===== src/rtl/tow_referee.sv =====
// Tug of War round controller: turns edge pulses into scorer increments, re-centre and hold-off, latches game over.
// Optional macro TOW_REF_AUTOSERVE_EN: HOLD exits on its own; otherwise a serve request is needed once the hold-off has expired.
module tow_referee #(
    parameter int HOLD_CYCLES = 8
) (
    input  logic       clk,
    input  logic       reset,
    input  logic       edge_l,
    input  logic       edge_r,
    input  logic       win_l,
    input  logic       win_r,
    input  logic       serve,
    output logic       inc_l,
    output logic       inc_r,
    output logic [1:0] idle,
    output logic       field_reset,
    output logic [1:0] winner
);

    localparam int CW = $clog2(HOLD_CYCLES + 1);

    typedef enum logic [1:0] {PLAY, SCORE, HOLD, OVER} state_t;

    state_t        state, state_nxt;
    logic [CW-1:0] cnt, cnt_nxt, cnt_dec;
    logic          side_l, side_r, side_l_nxt, side_r_nxt;
    logic [1:0]    winner_nxt;
    logic          hold_done, go_play;

    always_ff @(posedge clk) begin
        if (reset) begin
            state  <= PLAY;
            cnt    <= '0;
            side_l <= 1'b0;
            side_r <= 1'b0;
            winner <= 2'b00;
        end else begin
            state  <= state_nxt;
            cnt    <= cnt_nxt;
            side_l <= side_l_nxt;
            side_r <= side_r_nxt;
            winner <= winner_nxt;
        end
    end

    // Hold-off ends on the cycle whose decremented count reaches zero,
    // giving exactly HOLD_CYCLES cycles of HOLD after the SCORE cycle.
    always_comb begin
        cnt_dec   = (cnt == '0) ? '0 : cnt - CW'(1);
        hold_done = (cnt_dec == '0);
`ifdef TOW_REF_AUTOSERVE_EN
        go_play   = hold_done;
`else
        go_play   = hold_done & serve;
`endif
    end

    always_comb begin
        state_nxt  = state;
        cnt_nxt    = cnt;
        side_l_nxt = side_l;
        side_r_nxt = side_r;
        winner_nxt = winner;
        case (state)
            PLAY: begin
                if (edge_l | edge_r) begin
                    state_nxt  = SCORE;
                    side_l_nxt = edge_l & ~edge_r;
                    side_r_nxt = edge_r & ~edge_l;
                end
            end
            SCORE: begin
                cnt_nxt   = CW'(HOLD_CYCLES);
                state_nxt = HOLD;
            end
            HOLD: begin
                cnt_nxt = cnt_dec;
                if (go_play) state_nxt = PLAY;
            end
            default: state_nxt = OVER;
        endcase
        // A win pre-empts everything, including a pending point.
        if (state != OVER && (win_l | win_r)) begin
            state_nxt  = OVER;
            winner_nxt = win_l ? 2'b01 : 2'b10;
        end
    end

    assign inc_l       = (state == SCORE) & side_l;
    assign inc_r       = (state == SCORE) & side_r;
    assign field_reset = (state == SCORE);
    assign idle        = {state == OVER, state == HOLD};

endmodule


===== config.mk =====
export PLATFORM = sky130hd
export DESIGN_NAME = tow_referee
export DESIGN_NICKNAME = d
export VERILOG_FILES = /design/src/rtl/tow_referee.sv
export SDC_FILE = /design/constraint.sdc
export NUM_CORES = 1
export LEC_CHECK = 0
export ABC_AREA = 1
export CORE_AREA = 3 3 40 42
export DETAILED_ROUTE_END_ITERATION = 12
export DIE_AREA = 0 0 43 45
export PLACE_DENSITY = 0.63
export SETUP_SLACK_MARGIN = 0.5
export SYNTH_ARGS = -nofsm -noshare
export SYNTH_HDL_FRONTEND = slang
export SYNTH_SLANG_ARGS = --single-unit

===== constraint.sdc =====
create_clock -name clk -period 2.4 [get_ports clk]
set_clock_uncertainty 0.15 [all_clocks]
set_input_delay 0.48 -clock clk [delete_from_list [all_inputs] [get_ports clk]]
set_output_delay 0.48 -clock clk [all_outputs]
set_load 0.1 [all_outputs]

==> results.py, run 1 <==
metrics = {
    "yosys": {
        "synth_commonest_cells": "nand2_1 (14), nor2_1 (11), a21oi_1 (10), dfxtp_1 (10), inv_1 (8)",
        "synth_edf_count": 0,
        "syn_avg_cell_area_sq_um": 7.22,
        "synth_area_leaders": "dfxtp_1 (38%), nand2_1 (10%), a21oi_1 (9.5%)",
        "synthArstFlopShare_pct": 0,
        "yosysTopAreaCell": "dfxtp_1",
        "synthFlopType": "dfxtp_1",
        "netlist_instances": 73,
        "yosysUniqueCellTypes": 17,
        "synth_top_area_share_pct": 38.0,
        "yosys_warnings": 0,
        "ys_ff_latch": 10,
        "ys_seq_area_share_pct": 38.0,
        "post-synth-top-count-cell": "nand2_1",
        "mappedNetlistNets": 84,
        "syn_area_sq_um": 527,
    },
    "timing": {
        "min_period_over_period_pct": 76.5,
        "maxSlewHeadroom_pct": 81.6,
        "whs_ns": 0.326,
        "finalSetupViolations": 0,
        "setup_ws_ns": 0.563,
        "fmax_ghz": 0.544,
        "min_period_ns": 1.84,
        "grt_setup_unrepaired": "no",
        "finalHoldViolations": 0,
        "slew_violations": 0,
        "tightest_slew_ns": 0.279,
        "tns_ns": 0,
    },
    "drt": {
        "wl_met1_um": 528,
        "wirelength_mm": 1.12,
        "first_iter_violations": 9,
        "viasPerCell": 4.90,
        "dr.pass1.iters": 4,
        "top_layer": "met4",
        "postRouteAntennaNets": 0,
        "wl_met3_um": 77,
        "wl_per_cell_um": 10.7,
        "vias": 515,
        "drt_drc_violations_left": 0,
        "met2_length_um": 506,
    },
    "power_and_ir_drop": {
        "power.density_mw_per_mm2": 694,
        "pwr-share-clk_pct": 21.0,
        "pwr-share-comb_pct": 42.2,
        "p_leak_nw": 0.322,
        "vdd_drop_max_uv": 417,
        "p_switching_uw": 213,
        "power_frac_seq_pct": 36.9,
        "switching_share_pct": 40.1,
        "internal_power_uw": 319,
    },
    "placement": {
        "gp_congestion": 0.785,
        "dp_slack_ns": 0.657,
        "dp_hpwl_um": 897,
        "place_inst": 101,
        "port_buffers": 13,
        "place_area_sq_um": 733,
    },
    "grt": {
        "track_usage_pct": 13.4,
        "grt_max_degree": 8,
        "grt_first_pass_wirelength_mm": 1.90,
        "antenna_found_initial": 0,
        "grt-ovfl-total": 0,
        "grt_pass1_vias": 473,
    },
    "floorplanning": {
        "dieHeight_um": 45,
        "die_width_um": 43,
        "row_count": 13,
        "core-area_sq_mm": 0.00128,
        "initial_core_util_pct": 41.0,
        "pin_count": 14,
        "die_area_sq_mm": 0.00194,
    },
    "finish": {
        "n_antenna_cell": 0,
        "stdcell_count": 105,
        "drive_gt1_share_pct": 23.3,
        "nNetsFinal": 103,
        "final_cell_area_sq_um": 767,
        "area_growth_pct": 45.6,
    },
    "worst_setup_path": {
        "cp-end-kind": "output pin",
        "crit_arrival_ns": 1.21,
        "reg2reg_depth": 6,
        "startpoint_type": "flip-flop",
        "crit_fanout": 4,
        "path_class": "reg -> out",
        "worstPathRequired_ns": 1.77,
        "r2r_slack_ns": 0.73,
    },
    "clock_network": {
        "clock_sinks": 10,
        "cts_buffers": 3,
        "clk_latency_ns": 0.26,
        "root_buffer": "clkbuf_4",
        "clkTransAtPathRegs_ns": 0.06,
        "cts_tree": "done",
        "clk_path_buf_depth": 2,
        "htreeDepth": 1,
    },
    "run": {
        "drv_cap": 0,
    },
    "hold_path": {
        "hold_depth": 2,
        "worstHoldPathType": "reg -> reg",
    },
    "run_status": {
        "status": "finished, final reports clean",
    },
}
-- cell usage in the layout (no fill, tap or decap), drive strengths merged --
master	count
nand2	14
nand3	4
buf	8
o211ai	1
nand3b	1
o21ai	3
inv	7
dfxtp	10
clkinvlp	2
nor3	1
nor2	11
a211oi	2
o211a	1
or2	2
clkdlybuf4s50	6
ha	4
clkbuf	3
a21oi	10
-- area by class of cell --
cell class | count | area (sq um)
clock buffers | 3 | 22.5
fillers | 123 | 518
inverters | 9 | 41.3
multi-input cells | 54 | 313
flip-flops and latches | 10 | 201
well taps | 15 | 18.8
repair buffers | 14 | 170
-- sequential cells by signal, indices dropped and copies added (netlist names) --
name	count
side_r	1
state	2
cnt	4
winner	2
side_l	1
-- critical path, cell delays in order (launching register included) --
cell and delay, ns:
dfxtp_1 0.42, ha_4 0.19, nand2_1 0.08, clkinvlp_4 0.09, buf_12 0.16
-- metal layers --
metal  global-route usage [%]  up-vias
met5                        0        -
met4                     5.42        0
met3                     6.37        2
met2                     21.3       10
met1                     15.6      226
li1                         -      277
-- power by group through the flow --
stage	Clock, mW	Sequential [mW]	Combinational, mW
2_1_floorplan	0	0.220	0.142
3_3_place_gp	0	0.200	0.219
3_5_place_dp	0	0.200	0.220
5_1_grt	0.122	0.198	0.242
6_report	0.111	0.196	0.224
4_1_cts	0.116	0.197	0.221
-- kinds of logic (layout without fill, tap and decap cells) --
group	Yosys count	in the layout	share of synthesized area [%]
DFF	10	10	38.0
and+or+nand+nor	33	33	26.8
buffers and inverters	9	26	6.41
adders and majority gates	4	4	9.50
AOI/OAI and AO/OA	17	17	19.2
-- through the flow --
step,utilization (%),total power [mW]
floorplan,-,0.362
detailed placement,57.1,0.420
CTS,58.9,0.534
global placement,57.1,0.419
finish,59.7,0.532
global route,59.7,0.562
-- repair_timing --
item                                    4_1_cts  5_1_grt
endpoints found under the setup margin        2        2
setup buffers                                 0        1
hold buffers                                  0        0
gates resized for setup                       1        1
-- worst paths after layout --
| kind | start | to |
|---|---|---|
| max | state[0] | inc_r |
| min | winner[1] | winner[1] |
| max reg2reg | state[0] | cnt[1] |
| min reg2reg | winner[1] | winner[1] |
(Power assumes the default switching activity.)
==> run 2, diff against run 1 <==
Settings changed: CORE_AREA 3 3 40 42 to not set, CORE_MARGIN set to 3, CORE_UTILIZATION set to 40, DIE_AREA 0 0 43 45 to not set, PLACE_DENSITY 0.63 to 0.67.
Clock period 2.4 ns to 1.6 ns, I/O delays scaled along.
==> run 2 against run 1 <==
Effect of this change:
- the run now ends with negative setup slack left
- core utilization increased by 30 points
- via count rose by 21%
- routed wire length is 58% higher
- combinational power rose by 130%
- clock power up 110%
- first-iteration DRC count grew to 2.9 times the previous value
- clock-buffer cell count rose by 1
- worst hold slack better by 0.049 ns
- worst setup slack got worse by 0.70 ns
- critical path type unchanged
- critical endpoint is now inc_l
==> results.py, run 2 (synthesized netlist as in run 1, its figures left out) <==
metrics = {
    "floorplanning": {
        "pin_count": 14,
        "dieHeight_um": 42.3,
        "die_area_sq_mm": 0.00179,
        "initial_core_util_pct": 45.0,
        "die_width_um": 42.3,
        "row_count": 12,
        "core-area_sq_mm": 0.00117,
    },
    "timing": {
        "maxSlewHeadroom_pct": 74.9,
        "slew_violations": 0,
        "whs_ns": 0.375,
        "finalHoldViolations": 0,
        "grt_setup_unrepaired": "yes",
        "finalSetupViolations": 7,
        "fmax_ghz": 0.576,
        "setup_ws_ns": -0.135,
        "min_period_ns": 1.74,
        "min_period_over_period_pct": 108,
        "tightest_slew_ns": 0.375,
    },
    "hold_path": {
        "hp-start": "cnt[2]",
        "worstHoldPathType": "reg -> reg",
        "hold_depth": 2,
        "hold_end": "cnt[2]",
    },
    "power_and_ir_drop": {
        "vdd_drop_max_uv": 722,
        "pwr-share-clk_pct": 22.5,
        "p_switching_uw": 418,
        "finalPower_mw": 1.05,
        "power.density_mw_per_mm2": 1000,
        "pwr-share-comb_pct": 48.4,
        "power_frac_seq_pct": 29.2,
        "internal_power_uw": 631,
        "switching_share_pct": 39.9,
        "p_leak_nw": 0.426,
    },
    "worst_setup_path": {
        "crit_fanout": 3,
        "r2r-start": "state[0]",
        "r2r_slack_ns": -0.03,
        "reg2reg_depth": 8,
        "startpoint_type": "flip-flop",
        "r2r-end": "winner[0]",
        "cp-end-kind": "output pin",
        "crit_arrival_ns": 1.27,
        "path_class": "reg -> out",
        "worstPathRequired_ns": 1.13,
    },
    "drt": {
        "met2_length_um": 888,
        "dr.pass1.iters": 4,
        "drt_drc_violations_left": 0,
        "top_layer": "met4",
        "wl_met1_um": 677,
        "vias": 622,
        "wl_per_cell_um": 15.6,
        "wl_met3_um": 180,
        "wirelength_mm": 1.78,
        "first_iter_violations": 26,
        "viasPerCell": 5.46,
        "postRouteAntennaNets": 0,
    },
    "clock_network": {
        "clk_latency_ns": 0.28,
        "root_buffer": "clkbuf_4",
        "cts_buffers": 3,
        "ctsHoldBuffers": 0,
        "clock_sinks": 10,
        "htreeDepth": 1,
        "cts_tree": "done",
        "clk_path_buf_depth": 2,
        "clkTransAtPathRegs_ns": 0.08,
    },
    "finish": {
        "nNetsFinal": 112,
        "final_core_util_pct": 89.2,
        "n_antenna_cell": 0,
        "area_growth_pct": 98.3,
        "top_regs": "cnt (4), state (2), winner (2)",
        "layout_commonest_cell": "nand2_1",
        "largest_register": "cnt",
        "drive_gt1_share_pct": 53.0,
        "stdcell_count": 114,
        "largest_reg_flops": 4,
        "final_cell_mix": "nand2_1 (10), nor2_1 (9), buf_12 (7)",
    },
    "grt": {
        "grt_pass1_vias": 658,
        "antenna_found_initial": 0,
        "grt_first_pass_wirelength_mm": 2.93,
        "track_usage_pct": 21.9,
        "grt_max_degree": 8,
        "grt-ovfl-total": 0,
    },
    "run": {
        "drv_cap": 0,
    },
    "placement": {
        "gp_congestion": 0.853,
        "dp_hpwl_um": 965,
        "port_buffers": 13,
        "place_inst": 101,
    },
    "run_status": {
        "failed_checks": "negative setup slack",
        "status": "finished, violations left",
    },
}
run 2: routing by layer:
layer | track usage (%) | vias up
met5 | 0 | -
met4 | 11.2 | 0
met3 | 11.6 | 6
met2 | 36.5 | 30
met1 | 21.9 | 289
li1 | - | 297
run 2: timing repair:
| item | CTS | global route |
|---|---|---|
| setup buffers | 6 | 3 |
| endpoints found under the setup margin | 17 | 17 |
| pin swaps | 6 | 6 |
| endpoints found under the hold margin | 0 | 0 |
| gates resized for setup | 16 | 15 |
run 2: power groups by stage:
stage | registers [mW] | logic (mW) | clock network, mW
after floorplan | 0.336 | 0.220 | 0
final | 0.306 | 0.507 | 0.236
after CTS | 0.302 | 0.446 | 0.239
after global routing | 0.308 | 0.531 | 0.250
after detailed placement | 0.304 | 0.371 | 0
after global placement | 0.303 | 0.367 | 0
run 2: final cells by class:
class,count,area [sq um]
Tap cell,14,17.5
Clock buffer,4,36.3
Fill cell,56,126
Timing Repair Buffer,23,290
Inverter,9,48.8
Sequential cell,10,215
Multi-Input combinational cell,54,437
run 2: stage by stage:
step	cell area, sq um	worst slack, ns	TNS, ns
4_1_cts	977	-0.118	-0.492
2_1_floorplan	584	-0.0687	-0.137
6_report	1040	-0.135	-0.600
3_3_place_gp	810	0.0276	0
3_5_place_dp	810	0.00418	0
5_1_grt	1040	-0.168	-0.936
run 2: worst max-delay path by stage:
stage	start	end	slack, ns	depth (start not counted)
CTS	state[0]	inc_l	-0.12	5
global placement	win_l	state[1]	0.03	5
detailed placement	win_l	state[1]	0.004	5
floorplan	state[1]	inc_l	-0.07	4
finish	state[0]	inc_l	-0.14	5
global route	state[0]	inc_l	-0.17	5
run 2: critical path, cell delays in order (launching register included):
cell and delay [ns]:
dfxtp_4 0.36, buf_6 0.12, ha_4 0.18, nand2_4 0.07, clkinvlp_4 0.09, buf_12 0.17
